### src/rtl/sys_ctrl_mb.sv
// System controller: decodes UART command frames into register-file writes/reads and ALU
// operations, then serialises read or ALU results LSB-first into the TX FIFO.
module sys_ctrl_mb #(
    parameter int WIDTH_REG = 8,
    parameter int ADDR      = 4,
    parameter int FUN       = 4,
    parameter int ALU_BYTES = 2,
    parameter int TIMEOUT   = 1023,
    parameter logic [WIDTH_REG-1:0] CMD_WR      = 8'hAA,
    parameter logic [WIDTH_REG-1:0] CMD_RD      = 8'hBB,
    parameter logic [WIDTH_REG-1:0] CMD_ALU_OP  = 8'hCC,
    parameter logic [WIDTH_REG-1:0] CMD_ALU_NOP = 8'hDD
) (
    input  logic                           i_Ref_clk,
    input  logic                           i_rst,
    input  logic [WIDTH_REG-1:0]           i_sync_P_Data,
    input  logic                           i_Vid_D_Sync,
    input  logic [WIDTH_REG-1:0]           i_Rd_D_REG,
    input  logic                           i_Vid_Rd,
    input  logic [WIDTH_REG*ALU_BYTES-1:0] i_ALU_out,
    input  logic                           i_Vid_ALU,
    input  logic                           i_FIFO_Full,
    output logic                           o_wr_en,
    output logic                           o_rd_en,
    output logic [ADDR-1:0]                o_adder,
    output logic [WIDTH_REG-1:0]           o_Wr_D_REG,
    output logic [FUN-1:0]                 o_fun,
    output logic                           o_ALU_EN,
    output logic                           o_Gate_EN,
    output logic                           o_Div_EN,
    output logic                           o_WR_INC,
    output logic [WIDTH_REG-1:0]           o_WR_D_FIFO,
    output logic                           o_err_cmd,
    output logic                           o_err_tmo,
    output logic                           o_busy
);
    localparam int RW = WIDTH_REG * ALU_BYTES;
    localparam int TW = (TIMEOUT > 1) ? $clog2(TIMEOUT + 1) : 1;
    localparam logic [TW-1:0] TMO_LAST = (TIMEOUT > 0) ? TW'(TIMEOUT - 1) : {TW{1'b0}};
    localparam bit TMO_ON = (TIMEOUT > 0);

    typedef enum logic [3:0] {
        S_IDLE     = 4'd0,
        S_WR_ADDR  = 4'd1,
        S_WR_DATA  = 4'd2,
        S_RD_ADDR  = 4'd3,
        S_RD_WAIT  = 4'd4,
        S_OPA      = 4'd5,
        S_OPB      = 4'd6,
        S_FUN      = 4'd7,
        S_ALU_WAIT = 4'd8,
        S_TX       = 4'd9
    } state_t;

    state_t                r_state, w_next;
    logic [TW-1:0]         r_tmo_cnt, w_tmo_cnt;
    logic [RW-1:0]         r_shift, w_shift;
    logic [3:0]            r_cnt, w_cnt;
    logic [ADDR-1:0]       r_addr, w_addr;
    logic                  r_wr_en, w_wr_en, r_rd_en, w_rd_en;
    logic [ADDR-1:0]       r_adder, w_adder;
    logic [WIDTH_REG-1:0]  r_wr_d, w_wr_d;
    logic [FUN-1:0]        r_fun, w_fun;
    logic                  r_alu_en, w_alu_en, r_gate_en, w_gate_en;
    logic                  r_err_cmd, w_err_cmd, r_err_tmo, w_err_tmo;
    logic                  r_busy, r_div_en;
    logic                  w_timed, w_wr_inc;

    // State register
    always_ff @(posedge i_Ref_clk) begin
        if (!i_rst) begin
            r_state <= S_IDLE;
        end else begin
            r_state <= w_next;
        end
    end

    // Next-state, datapath and next-output decode
    always_comb begin
        w_next    = r_state;
        w_tmo_cnt = r_tmo_cnt;
        w_shift   = r_shift;
        w_cnt     = r_cnt;
        w_addr    = r_addr;
        w_wr_en   = 1'b0;
        w_rd_en   = 1'b0;
        w_adder   = r_adder;
        w_wr_d    = r_wr_d;
        w_fun     = r_fun;
        w_alu_en  = r_alu_en;
        w_gate_en = r_gate_en;
        w_err_cmd = 1'b0;
        w_err_tmo = 1'b0;
        w_timed   = 1'b0;
        w_wr_inc  = 1'b0;
        case (r_state)
            S_IDLE: begin
                if (i_Vid_D_Sync) begin
                    case (i_sync_P_Data)
                        CMD_WR:      w_next = S_WR_ADDR;
                        CMD_RD:      w_next = S_RD_ADDR;
                        CMD_ALU_OP:  w_next = S_OPA;
                        CMD_ALU_NOP: w_next = S_FUN;
                        default:     w_err_cmd = 1'b1;
                    endcase
                end else begin
                    w_next = S_IDLE;
                end
            end
            S_WR_ADDR: begin
                w_timed = 1'b1;
                if (i_Vid_D_Sync) begin
                    w_addr = i_sync_P_Data[ADDR-1:0];
                    w_next = S_WR_DATA;
                end else begin
                    w_next = S_WR_ADDR;
                end
            end
            S_WR_DATA: begin
                w_timed = 1'b1;
                if (i_Vid_D_Sync) begin
                    w_wr_en = 1'b1;
                    w_adder = r_addr;
                    w_wr_d  = i_sync_P_Data;
                    w_next  = S_IDLE;
                end else begin
                    w_next = S_WR_DATA;
                end
            end
            S_RD_ADDR: begin
                w_timed = 1'b1;
                if (i_Vid_D_Sync) begin
                    w_rd_en = 1'b1;
                    w_adder = i_sync_P_Data[ADDR-1:0];
                    w_next  = S_RD_WAIT;
                end else begin
                    w_next = S_RD_ADDR;
                end
            end
            S_RD_WAIT: begin
                if (i_Vid_Rd) begin
                    w_shift = RW'(i_Rd_D_REG);
                    w_cnt   = 4'd1;
                    w_next  = S_TX;
                end else begin
                    w_next = S_RD_WAIT;
                end
            end
            S_OPA, S_OPB: begin
                w_timed = 1'b1;
                if (i_Vid_D_Sync) begin
                    w_wr_en = 1'b1;
                    w_wr_d  = i_sync_P_Data;
                    w_adder = (r_state == S_OPA) ? {ADDR{1'b0}} : ADDR'(1);
                    w_gate_en = (r_state == S_OPB) ? 1'b1 : r_gate_en;
                    w_next  = (r_state == S_OPA) ? S_OPB : S_FUN;
                end else begin
                    w_next = r_state;
                end
            end
            S_FUN: begin
                w_timed = 1'b1;
                if (i_Vid_D_Sync) begin
                    w_gate_en = 1'b1;
                    w_fun     = i_sync_P_Data[FUN-1:0];
                    w_alu_en  = 1'b1;
                    w_next    = S_ALU_WAIT;
                end else begin
                    w_next = S_FUN;
                end
            end
            S_ALU_WAIT: begin
                if (i_Vid_ALU) begin
                    w_shift   = i_ALU_out;
                    w_cnt     = 4'(ALU_BYTES);
                    w_alu_en  = 1'b0;
                    w_gate_en = 1'b0;
                    w_next    = S_TX;
                end else begin
                    w_next = S_ALU_WAIT;
                end
            end
            S_TX: begin
                w_wr_inc = !i_FIFO_Full;
                if (w_wr_inc) begin
                    w_shift = r_shift >> WIDTH_REG;
                    w_cnt   = r_cnt - 4'd1;
                    w_next  = (r_cnt == 4'd1) ? S_IDLE : S_TX;
                end else begin
                    w_next = S_TX;
                end
            end
            default: w_next = S_IDLE;
        endcase
        // Inter-byte timeout only guards states that are waiting on the host
        if (w_timed && TMO_ON) begin
            if (i_Vid_D_Sync) begin
                w_tmo_cnt = {TW{1'b0}};
            end else if (r_tmo_cnt == TMO_LAST) begin
                w_tmo_cnt = {TW{1'b0}};
                w_next    = S_IDLE;
                w_err_tmo = 1'b1;
                w_gate_en = 1'b0;
            end else begin
                w_tmo_cnt = r_tmo_cnt + TW'(1);
            end
        end else begin
            w_tmo_cnt = {TW{1'b0}};
        end
    end

    // Datapath and registered control outputs
    always_ff @(posedge i_Ref_clk) begin
        if (!i_rst) begin
            r_tmo_cnt <= {TW{1'b0}};
            r_shift   <= {RW{1'b0}};
            r_cnt     <= 4'd0;
            r_addr    <= {ADDR{1'b0}};
            r_wr_en   <= 1'b0;
            r_rd_en   <= 1'b0;
            r_adder   <= {ADDR{1'b0}};
            r_wr_d    <= {WIDTH_REG{1'b0}};
            r_fun     <= {FUN{1'b0}};
            r_alu_en  <= 1'b0;
            r_gate_en <= 1'b0;
            r_err_cmd <= 1'b0;
            r_err_tmo <= 1'b0;
            r_busy    <= 1'b0;
            r_div_en  <= 1'b1;
        end else begin
            r_tmo_cnt <= w_tmo_cnt;
            r_shift   <= w_shift;
            r_cnt     <= w_cnt;
            r_addr    <= w_addr;
            r_wr_en   <= w_wr_en;
            r_rd_en   <= w_rd_en;
            r_adder   <= w_adder;
            r_wr_d    <= w_wr_d;
            r_fun     <= w_fun;
            r_alu_en  <= w_alu_en;
            r_gate_en <= w_gate_en;
            r_err_cmd <= w_err_cmd;
            r_err_tmo <= w_err_tmo;
            r_busy    <= (w_next != S_IDLE);
            r_div_en  <= 1'b1;
        end
    end

    assign o_wr_en     = r_wr_en;
    assign o_rd_en     = r_rd_en;
    assign o_adder     = r_adder;
    assign o_Wr_D_REG  = r_wr_d;
    assign o_fun       = r_fun;
    assign o_ALU_EN    = r_alu_en;
    assign o_Gate_EN   = r_gate_en;
    assign o_Div_EN    = r_div_en;
    assign o_err_cmd   = r_err_cmd;
    assign o_err_tmo   = r_err_tmo;
    assign o_busy      = r_busy;
    assign o_WR_INC    = w_wr_inc;
    assign o_WR_D_FIFO = r_shift[WIDTH_REG-1:0];
endmodule

### config.mk
export PLATFORM = sky130hd
export DESIGN_NAME = sys_ctrl_mb
export DESIGN_NICKNAME = d
export VERILOG_FILES = /design/src/rtl/sys_ctrl_mb.sv
export SDC_FILE = /design/constraint.sdc
export NUM_CORES = 1
export LEC_CHECK = 0
export CORE_MARGIN = 2
export CORE_UTILIZATION = 45
export DETAILED_ROUTE_END_ITERATION = 8
export GPL_ROUTABILITY_DRIVEN = 0
export PLACE_DENSITY = 0.73
export SYNTH_ARGS = -nofsm -noshare
export SYNTH_HDL_FRONTEND = slang
export SYNTH_SLANG_ARGS = --single-unit
### constraint.sdc
create_clock -name i_Ref_clk -period 4.1 [get_ports i_Ref_clk]
set_clock_uncertainty 0.05 [all_clocks]
set_input_delay 0.82 -clock i_Ref_clk [delete_from_list [all_inputs] [get_ports i_Ref_clk]]
set_output_delay 0.82 -clock i_Ref_clk [all_outputs]
set_load 0.05 [all_outputs]
## Word level (Yosys, flattened, before mapping)

Cells that the tools add are included.

- $add $sub $neg: 2
- Eq/ne operators: 22
- Multiplexer cells: 45
- Bitwise logic cells: 2
- Reductions and logical operators: 21

Operators by type and width:

| kind | number |
|---|---|
| 4-bit two-way mux | 15 |
| 16-bit two-way mux | 3 |
| 16-bit case mux with 3 select lines | 1 |
| 4-bit case mux with 9 select lines | 1 |
| 8-bit equality test, second input constant | 4 |
| 4-bit case mux with 3 select lines | 2 |
| 1-bit two-way mux | 17 |
| 4-bit by 3-bit equality test with 1-bit output, second input constant | 4 |
| 4-bit case mux with 4 select lines | 1 |
| 2-bit inequality test, second input constant | 7 |
| 10-bit by 1-bit adder with 10-bit output, second input constant | 1 |
| 10-bit equality test, second input constant | 1 |
| 2-bit AND reduction | 5 |
| 4-bit by 1-bit equality test with 1-bit output, second input constant | 2 |
| 4-bit by 2-bit equality test with 1-bit output, second input constant | 2 |
| 4-bit equality test, second input constant | 2 |
| 4-bit AND reduction | 2 |
| 4-bit OR reduction | 2 |
| 3-bit AND reduction | 2 |
| 3-bit nonzero test | 2 |
| 3-bit OR reduction | 2 |
| 6-bit OR reduction | 1 |
| 4-bit zero test | 1 |
| 2-bit two-way mux | 2 |
| other kinds (9) | 10 |

- Register bits after elaboration: 61
- Logic and storage cells: 107

## Longest topological paths before layout

- Depth in word-level cells: 8
- Depth in mapped cells: 7
- Gate-level depth less buffers: 7

## Worst setup path after synthesis

OpenSTA, ideal clock, no wires.

- Kind: in2out
- From: in i_FIFO_Full
- To: out o_WR_INC
- Arrival: 1.532 ns
- Data required time: 3.230 ns
- Setup slack: 1.698 ns
- Stages on the path: 1
- Path buffers: 0
- Path through: nor2_1

- Longest elaborated chain between the ends: 2

Ends and longest elaborated chain:

| element | RTL line | text |
|---|---|---|
| start, declared | 22 | `input logic i_FIFO_Full,` |
| 1-bit zero test | 184 | `w_wr_inc = !i_FIFO_Full;` |
| 1-bit two-way mux | 96 | `case (r_state)` |
| end, declared | 31 | `output logic o_WR_INC,` |

No other way between the ends.

## Worst setup path after layout

- From: reg r_state[3]
- To: out o_WR_INC

- Longest elaborated chain between the ends: 2

Ends and longest elaborated chain:

| element | RTL line | text |
|---|---|---|
| start, declared | 55 | `state_t r_state, w_next;` |
| start signal, assigned | 74 | `r_state <= w_next;` |
| 4-bit equality test | 96 |  |
| 1-bit two-way mux | 96 |  |

No other way between the ends.

==> results.yml <==
sta:
  time_the_worst_path_needs_with_i_o_delays_and_setup_ns: 3.24
  setup-tns-final_ns: 0
  finalSetupViolations: 0
  max_frequency_mhz: 309
  hold_viol: 0
  worst-slew-pin-transition_ns: 1.04
  slew_headroom: 0.302
  timing.final.max_slew_violations: 0
  final_min_period_over_clock_period: 0.790
  rsz0062_at_grt: "false"
drt:
  routed_wire_length_per_instance_um: 14.5
  drc: 0
  viasPerCell: 5.38
  route.vias.total: 2568
  1st_pass_router_iterations: 4
  routed_wirelength_um: 6910
  final_antenna_net_count: 0
  drt_first_iter_violations: 159
worst_setup_path:
  cp_top_family: "buffers and inverters"
  crit_fanout: 16
  required_ns: 3.23
  list_of_cells_traversed_by_the_critical_path: "and2b_1, nand2_1, nor2_1, clkdlybuf4s50_1"
  critPathLaunchType: "flop"
  r2r_end: "o_busy"
  r2r-start: "r_state[3]"
  worst_path_largest_cell_delay_ns: 0.83
  crit_path_top_delay_cell: "clkdlybuf4s50_1"
  ff2ff_path_depth: 5
  r2r_slack_ns: 1.80
  crit_path_end_kind: "output pin"
  cp_num_buf_inv: 1
  crit_path_kind: "flop to output pin"
  worst_ep_arrival_time_ns: 2.37
clock_tree:
  tritoncts.num_buffers: 9
  cts_htree_levels: 3
  clock_insertion_delay_worst_skew_ns: 0.34
  clock_tree.root_cell: "clkbuf_8"
  clock_sink_count: 61
  clkTransAtPathRegs_ns: 0.07
  ctsHoldBuffers: 0
  clock_tree_from_tritoncts: "built"
  cts.repair.resized: 0
  cts_post_setup_buffers_inserted: 0
  cts-root-to-sink-buffers: 2
global_routing:
  number_of_global_route_vias_before_repair: 2506
  grt_max_degree: 31
  grt_first_pass_wirelength_um: 11800
  grt_antenna_before_repair: 0
  grt_use_total: 0.202
  grt-ovfl-total: 0
logic_synthesis:
  syn_area_per_cell_um2: 8.87
  synth_area_um2: 3010
  synth_top_cell_area_share: 0.406
  synth-edff-count: 0
  synth_area_leaders: "dfxtp_1, mux2i_1, nor2b_1, nand2_1, a21boi_1"
  ys_warnings: 0
  ys.flop_type: "dfxtp_1"
  yosysUniqueCellTypes: 53
  synthMostInstantiatedCell: "dfxtp_1"
  synth.net_count: 381
  synth_seq_area_share: 0.406
  netlist.top_cell.by_area: "dfxtp_1"
  async_flop_share: 0
  synth.cells.most_frequent: "dfxtp_1, nand2_1, nor2b_1"
  syn_inst: 339
  ys_ff_latch: 61
finish:
  final_net_count: 437
  share_of_layout_cells_above_drive_strength_1: 0.0650
  fillCellCount: 590
  final-seq-area_um2: 1220
  fin_util: 0.604
  areaGrowthSynthToFinish_pct: 29.0
  multiInputGateArea_um2: 1610
  antenna-diode-count: 0
floorplanning:
  num_io_pins: 71
  chipHeight_um: 85.7
  dieWidth_um: 85.7
  floorplan.die_area_um2: 7350
  initial_utilization: 0.468
  placeableCoreArea_um2: 6420
  floorplan.rows: 29
power_and_ir_drop:
  power.density_nw_per_um2: 332
  vdd.ir_drop.worst_mv: 0.220
  finalPower_mw: 1.29
  total_leakage_power_nw: 1.31
min_path:
  beginning_of_the_worst_hold_path: "o_adder[0]"
  min_path_cells: 2
  hold_class: "flop to flop"
  whs_endpoint: "o_adder[0]"
outcome:
  outcome: "finished clean"
place:
  detailed_place_hpwl_um: 4920
  portBuffers: 69
job:
  timing.max_cap.violations: 0
stage by stage:
stage	hold WS [ns]	setup WS (ns)	instance area [µm²]	instances
floorplan	0.385	1.70	3010	339
global placement	0.391	0.971	3670	461
detailed placement	0.393	0.961	3670	461
CTS	0.404	0.866	3880	477
global route	0.428	0.691	3880	477
finish	0.398	0.862	3880	477
how the worst max path moves through the flow:
stage / from / to / slack [ns] / cells after the start
2_1_floorplan: i_FIFO_Full / o_WR_INC / 1.70 / 1
3_3_place_gp: i_FIFO_Full / o_WR_INC / 0.97 / 3
3_5_place_dp: i_FIFO_Full / o_WR_INC / 0.96 / 3
4_1_cts: r_state[3] / o_WR_INC / 0.87 / 4
5_1_grt: r_state[3] / o_WR_INC / 0.69 / 4
6_report: r_state[3] / o_WR_INC / 0.86 / 4
cell usage in the layout, fill, tap and decap left out, types with 2 or more instances in the layout:
| cell | n |
|---|---|
| clkinv_2 | 3 |
| o21ai_1 | 8 |
| nor3_1 | 5 |
| a21o_1 | 5 |
| clkbuf_8 | 12 |
| o2bb2ai_1 | 3 |
| nand3b_1 | 6 |
| xor2_1 | 4 |
| nand3_1 | 10 |
| mux2i_1 | 23 |
| o211ai_1 | 9 |
| nor4bb_1 | 2 |
| dfxtp_1 | 61 |
| inv_1 | 6 |
| nor3b_1 | 3 |
| nor2_1 | 27 |
| nand4_1 | 3 |
| nor2b_1 | 29 |
| clkdlybuf4s50_1 | 69 |
| a21boi_1 | 15 |
| xnor2_1 | 6 |
| o21ai_0 | 3 |
| nand2b_1 | 2 |
| ha_1 | 4 |
| nand2_1 | 34 |
| a21oi_1 | 7 |
| buf_4 | 3 |
| a22oi_1 | 12 |
tightest hold or removal path, delay by kind of cell, from the launching register on:
family | cells | cell delay (ns)
AND/OR/NAND/NOR | 1 | 0.05
flip-flops | 1 | 0.31
AO/OA/AOI/OAI | 1 | 0.05
where the power goes:
part | total (mW) | internal [mW] | switching [mW]
clock | 0.560 | 0.327 | 0.232
sequential | 0.605 | 0.599 | 0.00573
combinational | 0.123 | 0.0620 | 0.0613
total | 1.29 | 0.988 | 0.299
cells by family after synthesis:
family,Yosys count,synth area share
compound gates,74,0.174
xor+xnor,10,0.0291
mux,24,0.0803
buf+inv,33,0.0570
fa+ha+maj,4,0.0167
other cells,1,0.00125
simple gates,132,0.235
flops,61,0.406
per-layer routing:
layer | global-route usage | wire [µm] | vias up | share of wire
li1 | - | - | 1292 | -
met1 | 0.264 | 3230 | 1217 | 0.47
met2 | 0.326 | 3320 | 46 | 0.48
met3 | 0.0443 | 231 | 13 | 0.033
met4 | 0.0808 | 131 | 0 | 0.019
met5 | 0 | 0 | - | 0
registers in the layout (all words and copies together), names as in the netlist, 4 cells and up:
register	cells
o_Wr_D_REG	8
o_adder	4
o_fun	4
r_addr	4
r_cnt	4
r_shift	16
r_state	4
r_tmo_cnt	10
cell type report:
cell class | instances | area share
repair buffers | 72 | 0.184
well taps | 77 | 0.0249
inverters | 6 | 0.00581
flip-flops and latches | 61 | 0.315
clock buffers | 12 | 0.0426
clock inverters | 4 | 0.0116
multi-input cells | 245 | 0.416
No activity file was read; power rests on OpenSTA's default activity.
